<file path="src/rtl/masking_pkg.sv">
// masking_pkg: shared definitions for the masked-datapath boundary blocks.
//   rcmb_state_t : share_recombiner FSM states
//   NumShares    : number of Boolean shares per masked word
//   ZeroizeBit   : value replicated into share/result registers on zeroization
package masking_pkg;

    typedef enum logic [1:0] {
        StIdle,
        StSettle,
        StCombine,
        StHold
    } rcmb_state_t;

    localparam int unsigned NumShares = 2;

    localparam logic ZeroizeBit = 1'b0;

endpackage

</file>
<file path="src/rtl/share_reg.sv">
// share_reg: one WIDTH-bit share holding register with load and zeroize.
// Kept as its own module so every share is a separately named register.
// Ports:
//   clk    : clock, rising edge
//   rst_n  : synchronous active-low reset (clears the register)
//   i_load : capture i_d
//   i_zero : clear the register (wins over i_load)
//   i_d    : share value to capture
//   o_q    : held share value
module share_reg
    import masking_pkg::*;
#(
    parameter int unsigned WIDTH = 4
) (
    input  logic             clk,
    input  logic             rst_n,
    input  logic             i_load,
    input  logic             i_zero,
    input  logic [WIDTH-1:0] i_d,
    output logic [WIDTH-1:0] o_q
);

    logic [WIDTH-1:0] r_q;

    always_ff @(posedge clk) begin
        if (!rst_n || i_zero) begin
            r_q <= {WIDTH{ZeroizeBit}};
        end else if (i_load) begin
            r_q <= i_d;
        end
    end

    assign o_q = r_q;

endmodule

</file>
<file path="src/rtl/share_recombiner.sv">
// share_recombiner: unmasking endpoint for a 2-share Boolean-masked word.
// The share pair is captured into separate registers, held for SETTLE_CYCLES,
// then XORed once into the registered result, and the shares are zeroized on
// that same edge. The result is cleared again after the output handshake.
// Ports:
//   clk, rst_n          : clock and synchronous active-low reset
//   in_valid / in_ready : share pair handshake (in_ready high only in idle)
//   z_share0, z_share1  : input shares
//   out_valid/out_ready : result handshake
//   z_data              : recombined word, z_share0 ^ z_share1
//   busy                : FSM is not idle
module share_recombiner
    import masking_pkg::*;
#(
    parameter int unsigned WIDTH         = 4,
    parameter int unsigned SETTLE_CYCLES = 1
) (
    input  logic             clk,
    input  logic             rst_n,
    input  logic             in_valid,
    output logic             in_ready,
    input  logic [WIDTH-1:0] z_share0,
    input  logic [WIDTH-1:0] z_share1,
    output logic             out_valid,
    input  logic             out_ready,
    output logic [WIDTH-1:0] z_data,
    output logic             busy
);

    if (SETTLE_CYCLES < 1) begin : g_bad_settle
        $error("share_recombiner: SETTLE_CYCLES must be at least 1");
    end

    localparam int unsigned CntW = $clog2(SETTLE_CYCLES) + 1;
    localparam logic [CntW-1:0] CntInit = CntW'(SETTLE_CYCLES - 1);

    rcmb_state_t      r_state;
    logic [CntW-1:0]  r_cnt;
    logic             r_out_valid;
    logic [WIDTH-1:0] r_z_data;

    logic             w_load;
    logic             w_zero;
    logic [WIDTH-1:0] w_share_d [NumShares];
    logic [WIDTH-1:0] w_share_q [NumShares];

    // Load/zeroize are state decodes; share data never feeds control.
    assign w_load = (r_state == StIdle) && in_valid;
    assign w_zero = (r_state == StCombine);

    assign w_share_d[0] = z_share0;
    assign w_share_d[1] = z_share1;

    for (genvar g = 0; g < NumShares; g++) begin : g_share
        share_reg #(
            .WIDTH (WIDTH)
        ) u_reg (
            .clk    (clk),
            .rst_n  (rst_n),
            .i_load (w_load),
            .i_zero (w_zero),
            .i_d    (w_share_d[g]),
            .o_q    (w_share_q[g])
        );
    end

    always_ff @(posedge clk) begin
        if (!rst_n) begin
            r_state     <= StIdle;
            r_cnt       <= '0;
            r_out_valid <= 1'b0;
            r_z_data    <= {WIDTH{ZeroizeBit}};
        end else begin
            case (r_state)
                StIdle: begin
                    if (in_valid) begin
                        r_cnt   <= CntInit;
                        r_state <= StSettle;
                    end
                end
                StSettle: begin
                    if (r_cnt == '0) begin
                        r_state <= StCombine;
                    end else begin
                        r_cnt <= r_cnt - 1'b1;
                    end
                end
                StCombine: begin
                    // The only point where the two shares meet.
                    r_z_data    <= w_share_q[0] ^ w_share_q[1];
                    r_out_valid <= 1'b1;
                    r_state     <= StHold;
                end
                StHold: begin
                    if (out_ready) begin
                        r_out_valid <= 1'b0;
                        r_z_data    <= {WIDTH{ZeroizeBit}};
                        r_state     <= StIdle;
                    end
                end
                default: begin
                    r_state <= StIdle;
                end
            endcase
        end
    end

    assign in_ready  = (r_state == StIdle);
    assign busy      = (r_state != StIdle);
    assign out_valid = r_out_valid;
    assign z_data    = r_z_data;

endmodule
</file>
<file path="config.mk">
export PLATFORM = sky130hd
export DESIGN_NAME = share_recombiner
export DESIGN_NICKNAME = d
export VERILOG_FILES = /design/src/rtl/masking_pkg.sv /design/src/rtl/share_reg.sv /design/src/rtl/share_recombiner.sv
export SDC_FILE = /design/constraint.sdc
export NUM_CORES = 1
export LEC_CHECK = 0
export ABC_AREA = 1
export ABC_CLOCK_PERIOD_IN_PS = 1400
export BUFFER_PORTS_ARGS = -buffer_cell sky130_fd_sc_hd__buf_2
export CAP_MARGIN = 5
export CORE_MARGIN = 4
export CORE_UTILIZATION = 38
export DETAILED_ROUTE_END_ITERATION = 6
export SLEW_MARGIN = 20
export SYNTH_ARGS = -nofsm -noshare
export SYNTH_HDL_FRONTEND = slang
export SYNTH_SLANG_ARGS = --single-unit
</file>
<file path="constraint.sdc">
create_clock -name clk -period 1.4 [get_ports clk]
set_clock_uncertainty 0.15 [all_clocks]
set_input_delay 0.28 -clock clk [delete_from_list [all_inputs] [get_ports clk]]
set_output_delay 0.28 -clock clk [all_outputs]
set_load 0.005 [all_outputs]
</file>
# Yosys cells after proc, flatten, opt, wreduce, memory -nomap -nowiden
# Index checks and enable logic that the tools add are counted.
# op_classes
add_sub_neg	1
n_eq_ne	6
mux	11
n_bitwise	1
reduce_logical	10
# op_table
op	count
$pmux W2 S4	1
$pmux W4 S2	1
$mux W2	3
$ne A2 B2 Y1 const B	3
$reduce_bool A2 Y1	3
$eq A2 B2 Y1 const B	2
$mux W4	1
$pmux W1 S2	2
$reduce_and A2 Y1	2
$xor A4 B4 Y4	1
$mux W1	3
$reduce_and A3 Y1	1
$eq A2 B1 Y1 const B	1
$logic_not A2 Y1	1
$logic_and A1 B1 Y1	1
$logic_not A1 Y1	1
$logic_or A1 B1 Y1	1
$sub A1 B1 Y1 const B	1
# word_totals
register_bits	16
inputBits	12
out_inout_bits	7
word_cells	35

# Depth between registers and ports, before layout
# Gate-level depths: netlist of the first run.
# logic_depth
depth_word	3
ltp_mapped	7
mapped_depth_nobuf	7

# By module
# Synthesis of the first run repeated with hierarchy kept, for this count alone.
# unflattened
hier_cells	103
area_unflattened_um2	701.9
# by_module_without_submodules
mod	instances	cells_each	area_each_um2	seq_area_each_um2
share_recombiner	1	65	419.2	140.1
share_reg	2	19	141.4	80.1

# Least setup slack after synthesis of the first run
# No wires, ideal clock.
# synth_path
kind	reg-to-reg
start	register r_state[0]
end	register g_share[0].u_reg.r_q[3]
setup_time_ns	0.119
arrival_time_ns	0.992
required_ns	1.131
slack_ns	0.139
path_stages_with_launch	7
path_buffers	1
synth_period_minus_slack_ns	1.261
path_cell_list	dfxtp_1 > inv_1 > ha_1 > nand2_1 > buf_6 > o21ai_0 > a21oi_1
# synth_via
elab_chain_cells	2
elab_cells_between_ends	4
classes_between	1 x eq/ne; 3 x reduce/logical
# synth_lines
item	line_no	text
start, declared	share_recombiner.sv:37	rcmb_state_t r_state;
start signal, assigned	share_recombiner.sv:69	r_state <= StIdle;
start signal, assigned	share_recombiner.sv:78	r_state <= StSettle;
start signal, assigned	share_recombiner.sv:83	r_state <= StCombine;
$eq A2 B2 Y1 or $logic_not A2 Y1 (tied branches)	share_recombiner.sv:49, share_recombiner.sv:48	
$logic_or A1 B1 Y1 or $logic_and A1 B1 Y1 (tied branches)	share_reg.sv:26, share_recombiner.sv:48	
end signal, assigned	share_reg.sv:27	r_q <= {WIDTH{ZeroizeBit}};
end signal, assigned	share_reg.sv:29	r_q <= i_d;
end, declared	share_reg.sv:23	logic [WIDTH-1:0] r_q;
# Parallel ways exist; a longest one is shown, timed or not.
# A chain may end at the register's enable or synchronous reset.

# Final worst setup path of the first run
# layout_path
start	register r_state[1]
end	output busy
# layout_via
elab_chain_cells	1
# layout_lines
item	line_no	text
$reduce_bool A2 Y1	share_recombiner.sv:109	assign busy = (r_state != StIdle);
end, declared	share_recombiner.sv:27	output logic busy
# Every way passes these cells.

==> reports/qor.csv, run 1 <==
stage,metric,value,unit
worst_setup_path,slowest_stage,dfxtp_2,
floorplanning,io_pins,19,
grt,grt_overflow,0,
drt,vias_per_cell,4.49,
floorplanning,fp.dieW,50.3,um
clocking,clkTransAtPathRegs,0.09,ns
worst_setup_path,path_cells,inv_2 > ha_1 > inv_1 > buf_2,
final_layout,area_growth_syn_to_layout,35.7,%
run,drv_cap,0,
placement,post-place-cells,134,
hold_path,hp-class,input port to flop,
worst_setup_path,worstSetupPathType,flop to output port,
synth,synth_nets,106,
synth,yosysUniqueCellTypes,11,
drt,wl_met2,782,um
synth,ys_warn_count,0,
drt,antenna_left,0,
floorplanning,rows,15,
synth,ys_seq_area_frac,0.441,
timing,slew_viol_final,0,
clocking,clock_latency,0.28,ns
timing,tightest_slew,0.320,ns
drt,dr.max_layer_used,met4,
worst_setup_path,crit_path_max_incr_delay,0.36,ns
clocking,htreeDepth,1,
timing,worst_slack,-0.122,ns
synth,synth_top_area_frac,0.441,
placement,gp_congestion,0.702,
synth,postSynthCellCount,90,
synth,synth_ff_type,dfxtp_1,
clocking,hold_buffers,0,
timing,setup_viol,5,
power,peakVddDrop,0.939,mV
synth,syn_avg_cell_area,7.56,um2
timing,min_period_over_period,1.09,
drt,route.vias.total,638,
floorplanning,dieArea,2530,um2
status,status,"finished, violations left",
grt,grt_pass1_vias,599,
grt,track_usage,0.136,
clocking,cts_buffer_depth,2,
clocking,cts_tree,yes,
synth,netlist_area,681,um2
clocking,cts.root.buffer_cell,clkbuf_4,
timing,clock.fmax,657,MHz
drt,wirelength,1600,um
synth,synth_top_cell_by_area,dfxtp_1,
drt,drt_iter0_drc,9,
hold_path,min_from,z_share1[0],
final_layout,nets,134,
synth,ys_ff_latch,15,
floorplanning,die_height,50.3,um
worst_setup_path,cp_num_buf_inv,3,
grt,antenna_found_initial,0,
worst_setup_path,timing.rr.start,r_state[0]$_SDFFE_PN0P_,
synth,async_flop_share,0,
clocking,numCtsBuffers,3,
placement,hpwlAfterDp,1020,um
status,violations,setup timing,
timing,fin_hold_ws,0.102,ns
synth,ys_top_cells_by_area,"dfxtp_1, a21oi_1, nand2_1, inv_1, ha_1",
floorplanning,coreArea,1710,um2
final_layout,final_cells,142,
synth,synth.most_common_cell,nand2_1,
synth,ys_top_cells_by_count,"nand2_1, inv_1, a21oi_1, dfxtp_1, o21ai_0",
timing,period_needed,1.52,ns
drt,wl_per_cell,11.2,um
drt,wl_met3,79,um
placement,portBuffers,18,
timing,hold_viol_final,0,
final_layout,diodes,0,
grt,grt_max_degree,17,
worst_setup_path,critPathTopFamily,flip-flops,
drt,drc,0,
power,p_leak,0.423,nW
power,power_density,2000,nW/um2
worst_setup_path,startpoint_type,flop,
timing,rsz0062_at_grt,true,
drt,drt-met1-wl,691,um
final_layout,num-fill-cells,160,
drt,drt_first_pass_iters,4,
clocking,cts.sinks,15,
worst_setup_path,required,0.97,ns
worst_setup_path,arrival,1.09,ns
grt,grt_pass1_wl,2550,um
worst_setup_path,worstPathMaxFanout,3,
worst_setup_path,critPathCaptureType,output port,
worst_setup_path,cp-startpoint,r_state[1]$_SDFFE_PN0P_,
timing,relSlewSlack,0.787,
floorplanning,initial_core_util,0.399,
synth,synth_edf_count,0,
final_layout,drive_gt1_frac,0.410,
layout by cell type, fill, tap and decap left out:
cell,instances
nand2_2,6
ha_2,2
inv_1,15
a21oi_2,3
nand3_2,2
a21oi_1,12
nand3_1,4
inv_2,3
o21ai_0,2
ha_4,1
o21ai_1,6
dfxtp_2,2
clkbuf_4,3
nand2_1,15
dfxtp_1,13
buf_2,17
nor2_4,2
ha_1,1
buf_6,2
clkbuf_1,1
buf_4,5
path summary, 6_finish.rpt:
check	slack [ns]	to	cells past startpoint
worst max register to register	-0.01	z_data[0]$_SDFFE_PN0P_	7
worst min-delay path	0.10	g_share[1].u_reg.o_q[0]$_SDFFE_PP0P_	3
worst min register to register	0.31	z_data[3]$_SDFFE_PN0P_	2
worst max-delay path	-0.12	busy	4
sequential cells by signal, indices dropped and copies added (netlist names):
signal and flops:
g_share.u_reg.o_q 8, out_valid 1, z_data 4, r_state 2
power by group:
part / switching (mW) / total [mW] / internal, mW
Clock: 0.130 / 0.241 / 0.111
Combinational: 0.524 / 0.951 / 0.427
Sequential: 0.0780 / 0.655 / 0.577
Total: 0.732 / 1.85 / 1.11
cell type report:
cell class / instances / area (um2) / area share
well taps: 25 / 31.3 / 0.0339
multi-input cells: 56 / 350 / 0.379
inverters: 18 / 67.6 / 0.0732
repair buffers: 24 / 145 / 0.157
clock buffers: 4 / 26.3 / 0.0285
flip-flops and latches: 15 / 303 / 0.328
through the flow:
step / setup TNS, ns / total power [mW] / cell area [um2] / setup slack, ns / util
3_3_place_gp: 0 / 1.32 / 806 / 0.0185 / 0.472
5_1_grt: -0.636 / 2.01 / 923 / -0.182 / 0.541
6_report: -0.213 / 1.85 / 923 / -0.122 / 0.541
3_5_place_dp: -0.152 / 1.34 / 806 / -0.0353 / 0.472
4_1_cts: -0.299 / 1.70 / 872 / -0.0561 / 0.511
2_1_floorplan: 0 / 1.14 / 681 / 0.139 / -
tightest hold or removal path, delay by kind of cell:
family / cells / cell delay, ns
buffers and inverters: 1 / 0.07
AOI/OAI and AO/OA: 2 / 0.15
metal layers:
layer  vias up  global-route usage
met2        13               0.213
met1       281               0.160
met3         6              0.0623
li1        338                   -
met5         -                   0
met4         0              0.0538
kinds of logic after synthesis:
kind of cell               count (synthesis)  synth area share
DFF                                       15             0.441
and+or+nand+nor                           29             0.200
adders and majority gates                  4            0.0735
buffers and inverters                     19             0.116
AOI/OAI and AO/OA                         23             0.169
what timing repair did:
item	CTS	global route
setup endpoints to repair	10	17
buffers inserted	2	2
pin swaps	1	4
resized for setup	8	17
endpoints found under the hold margin	0	0
Power figures use the tool's default switching activity.
==> run 2: changes to the inputs <==
--- a/config.mk
+++ b/config.mk
@@ -5,13 +5,13 @@
 export SDC_FILE = /design/constraint.sdc
 export NUM_CORES = 1
 export LEC_CHECK = 0
-export ABC_AREA = 1
 export ABC_CLOCK_PERIOD_IN_PS = 1400
 export BUFFER_PORTS_ARGS = -buffer_cell sky130_fd_sc_hd__buf_2
 export CAP_MARGIN = 5
 export CORE_MARGIN = 4
 export CORE_UTILIZATION = 38
 export DETAILED_ROUTE_END_ITERATION = 6
+export REMOVE_ABC_BUFFERS = 1
 export SLEW_MARGIN = 20
 export SYNTH_ARGS = -nofsm -noshare
 export SYNTH_HDL_FRONTEND = slang
==> run 2 against run 1 <==
Against the previous run:
- the run still ends with setup timing left
- area after synthesis is 6.3% higher
- cell area is 3.9% higher
- maximum frequency is 8.1% higher
- critical endpoint unchanged
- highest routed layer unchanged
==> reports/qor.csv, run 2 <==
stage,metric,value,unit,change
status,status,"finished, violations left",,
status,violations,setup timing,,
synth,synth_compound_area_frac,0.173,,+0.00389
floorplanning,io_pins,19,,unchanged
synth,synth_adder_area_share,0.0692,,-0.00433
worst_setup_path,r2r_slack,0.01,ns,+0.02 ns
timing,slew_viol_final,0,,unchanged
final_layout,layout_common_cells,"buf_2, dfxtp_1, nand2_1",,
worst_setup_path,r2r-end,r_state[0]$_SDFFE_PN0P_,,
timing,period_needed,1.41,ns,-0.114 ns
synth,synth_xor_area_frac,0.0484,,+0.0484
floorplanning,rows,15,,unchanged
final_layout,final_common_cell,buf_2,,
grt,grt_max_degree,11,,-6
worst_setup_path,timing.rr.start,r_state[1]$_SDFFE_PN0P_,,
grt,grt_pass1_vias,573,,-4.3%
synth,yosys.area_share.simple,0.206,,+0.00551
drt,wl_per_cell,11.8,um,+4.9%
power,power,1.58,mW,-14%
drt,drt_first_pass_iters,3,,-1
worst_setup_path,worst_r2r_path_depth,5,,-2
worst_setup_path,critPathCaptureType,output port,,
final_layout,area_growth_syn_to_layout,32.7,%,
hold_path,hp-class,input port to flop,,
timing,relSlewSlack,0.869,,+0.0826
synth,synth_top_cell_by_area,dfxtp_1,,
power,peakVddDrop,0.811,mV,-14%
placement,portBuffers,18,,unchanged
drt,antenna_left,0,,unchanged
clocking,cts_buffer_depth,2,,unchanged
floorplanning,coreArea,1760,um2,+3.3%
run,drv_cap,0,,unchanged
timing,fin_hold_ws,0.0814,ns,-0.0209 ns
drt,route.vias.total,574,,-10%
synth,syn_avg_cell_area,9.39,um2,+24%
worst_setup_path,required,0.97,ns,about the same
synth,synth_ff_type,dfxtp_1,,
worst_setup_path,arrival,0.98,ns,-0.11 ns
clocking,cts_tree,yes,,
grt,track_usage,0.127,,-0.00935
drt,vias_per_cell,4.56,,+1.4%
grt,antenna_found_initial,0,,unchanged
floorplanning,dieArea,2670,um2,+5.3%
placement,hpwlAfterDp,1020,um,+0.50%
final_layout,drive_gt1_frac,0.505,,+0.0947
drt,wirelength,1490,um,-6.9%
synth,yosysUniqueCellTypes,22,,+11
worst_setup_path,worstPathMaxFanout,2,,-1
timing,min_period_over_period,1.01,,-0.0814
grt,grt_overflow,0,,unchanged
synth,ys_seq_area_frac,0.415,,-0.0260
synth,muxShareOfSynthArea,0.0138,,+0.0138
clocking,clock_latency,0.29,ns,about the same
synth,ys_top_cells_by_area,"dfxtp_1, a21oi_2, ha_1, nand2_1, nand3_1",,
timing,setup_viol,1,,-4
clocking,htreeDepth,1,,unchanged
clocking,cts.sinks,15,,unchanged
synth,ys_warn_count,0,,unchanged
clocking,clkTransAtPathRegs,0.10,ns,about the same
synth,synth.most_common_cell,dfxtp_1,,
drt,drc,0,,unchanged
worst_setup_path,worstSetupPathType,flop to output port,,
placement,gp_congestion,0.680,,-3.1%
synth,ys_ff_latch,15,,unchanged
drt,drt_iter0_drc,6,,-3
floorplanning,die_height,51.6,um,+2.6%
synth,synth_top_area_frac,0.415,,-0.0260
clocking,hold_buffers,0,,unchanged
synth,postSynthCellCount,77,,-14%
timing,rsz0062_at_grt,true,,
timing,worst_slack,-0.00846,ns,+0.114 ns
final_layout,diodes,0,,unchanged
worst_setup_path,startpoint_type,flop,,
synth,netlist_area,723,um2,+6.3%
final_layout,largest_register_ff_count,8,,unchanged
synth,synth_top_family_by_area,simple AND/OR/NAND/NOR gates,,
synth,ys_top_cells_by_count,"dfxtp_1, nand2_1, a21oi_2",,
worst_setup_path,cp-startpoint,r_state[1]$_SDFFE_PN0P_,,
power,power_density,1650,nW/um2,-18%
power,p_leak,0.376,nW,-11%
timing,clock.fmax,710,MHz,+8.1%
worst_setup_path,crit_path_end,busy,,
floorplanning,fp.dieW,51.6,um,+2.6%
final_layout,nets,118,,-12%
floorplanning,initial_core_util,0.410,,+0.0114
synth,synth_edf_count,0,,unchanged
synth,async_flop_share,0,,unchanged
timing,tightest_slew,0.195,ns,-0.125 ns
clocking,numCtsBuffers,3,,unchanged
clocking,cts.root.buffer_cell,clkbuf_4,,
grt,grt_pass1_wl,2420,um,-5.1%
timing,hold_viol_final,0,,unchanged
-- run 2: changes by cell type after synthesis, sizes merged, moves of 3 or more --
| cell | change |
|---|---|
| xnor2 | +4 |
| nor2b | +3 |
| inv | -10 |
| o22ai | +4 |
| nand2 | -8 |
| a21oi | -5 |
| o21ai | -8 |
-- run 2: area by class of cell --
type / count / area, um2
Fill cell: 183 / 805
Multi-Input combinational cell: 51 / 423
Sequential cell: 15 / 303
Timing Repair Buffer: 23 / 140
Inverter: 8 / 35.0
Tap cell: 25 / 31.3
Clock buffer: 3 / 22.5
Clock inverter: 1 / 5.00
-- run 2: cells by family (layout without fill, tap and decap cells) --
| kind of cell | Yosys count | in the layout |
|---|---|---|
| flip-flops | 15 | 15 |
| multiplexers | 1 | 1 |
| AO/OA/AOI/OAI | 16 | 16 |
| adder cells (fa/ha/maj) | 4 | 4 |
| XOR/XNOR | 4 | 4 |
| AND/OR/NAND/NOR | 26 | 26 |
| buffers and inverters | 11 | 35 |
-- run 2: how the worst min path moves through the flow --
stage / from / endpoint / slack, ns / cells after the start
6_report: z_share1[2] / g_share[1].u_reg.o_q[2]$_SDFFE_PP0P_ / 0.08 / 3
5_1_grt: z_share0[1] / g_share[0].u_reg.o_q[1]$_SDFFE_PP0P_ / 0.08 / 3
4_1_cts: z_share1[3] / g_share[1].u_reg.o_q[3]$_SDFFE_PP0P_ / 0.08 / 3
3_5_place_dp: z_data[1]$_SDFFE_PN0P_ / z_data[1]$_SDFFE_PN0P_ / 0.31 / 2
3_3_place_gp: z_data[0]$_SDFFE_PN0P_ / z_data[0]$_SDFFE_PN0P_ / 0.30 / 2
2_1_floorplan: rst_n / out_valid$_SDFFE_PN0P_ / 0.26 / 1
-- run 2: worst max-delay path: stages, from the launching register on --
cell and delay [ns]:
dfxtp_2 0.37, inv_4 0.05, ha_4 0.15, inv_2 0.04, buf_6 0.08
-- run 2: timing repair --
action                     CTS  global route
gates resized for setup     14             4
buffers inserted             4             0
setup endpoints to repair    3            11
pin swaps                    2             1
-- run 2: metal layers --
| metal | vias up | wire, um | track usage |
|---|---|---|---|
| met5 | - | 0 | 0 |
| met4 | 0 | 32 | 0.105 |
| met3 | 2 | 57 | 0.0172 |
| met2 | 16 | 729 | 0.208 |
| met1 | 252 | 667 | 0.144 |
| li1 | 304 | - | - |
-- run 2: stage by stage --
| stage | util | setup TNS, ns | std cells | worst slack, ns | instance area, um2 |
|---|---|---|---|---|---|
| floorplan | - | 0 | 74 | 0.121 | 699 |
| global placement | 0.470 | 0 | 118 | 0.0590 | 828 |
| detailed placement | 0.470 | 0 | 118 | 0.00572 | 828 |
| CTS | 0.529 | -0.0276 | 126 | -0.0229 | 933 |
| global route | 0.544 | -0.351 | 126 | -0.0714 | 960 |
| finish | 0.544 | -0.00846 | 126 | -0.00846 | 960 |
-- run 2: where the power goes --
part | switching (mW) | internal, mW | leakage [nW]
Clock | 0.148 | 0.106 | 0.0177
Combinational | 0.359 | 0.398 | 0.236
Sequential | 0.0569 | 0.513 | 0.123
Total | 0.564 | 1.02 | 0.376
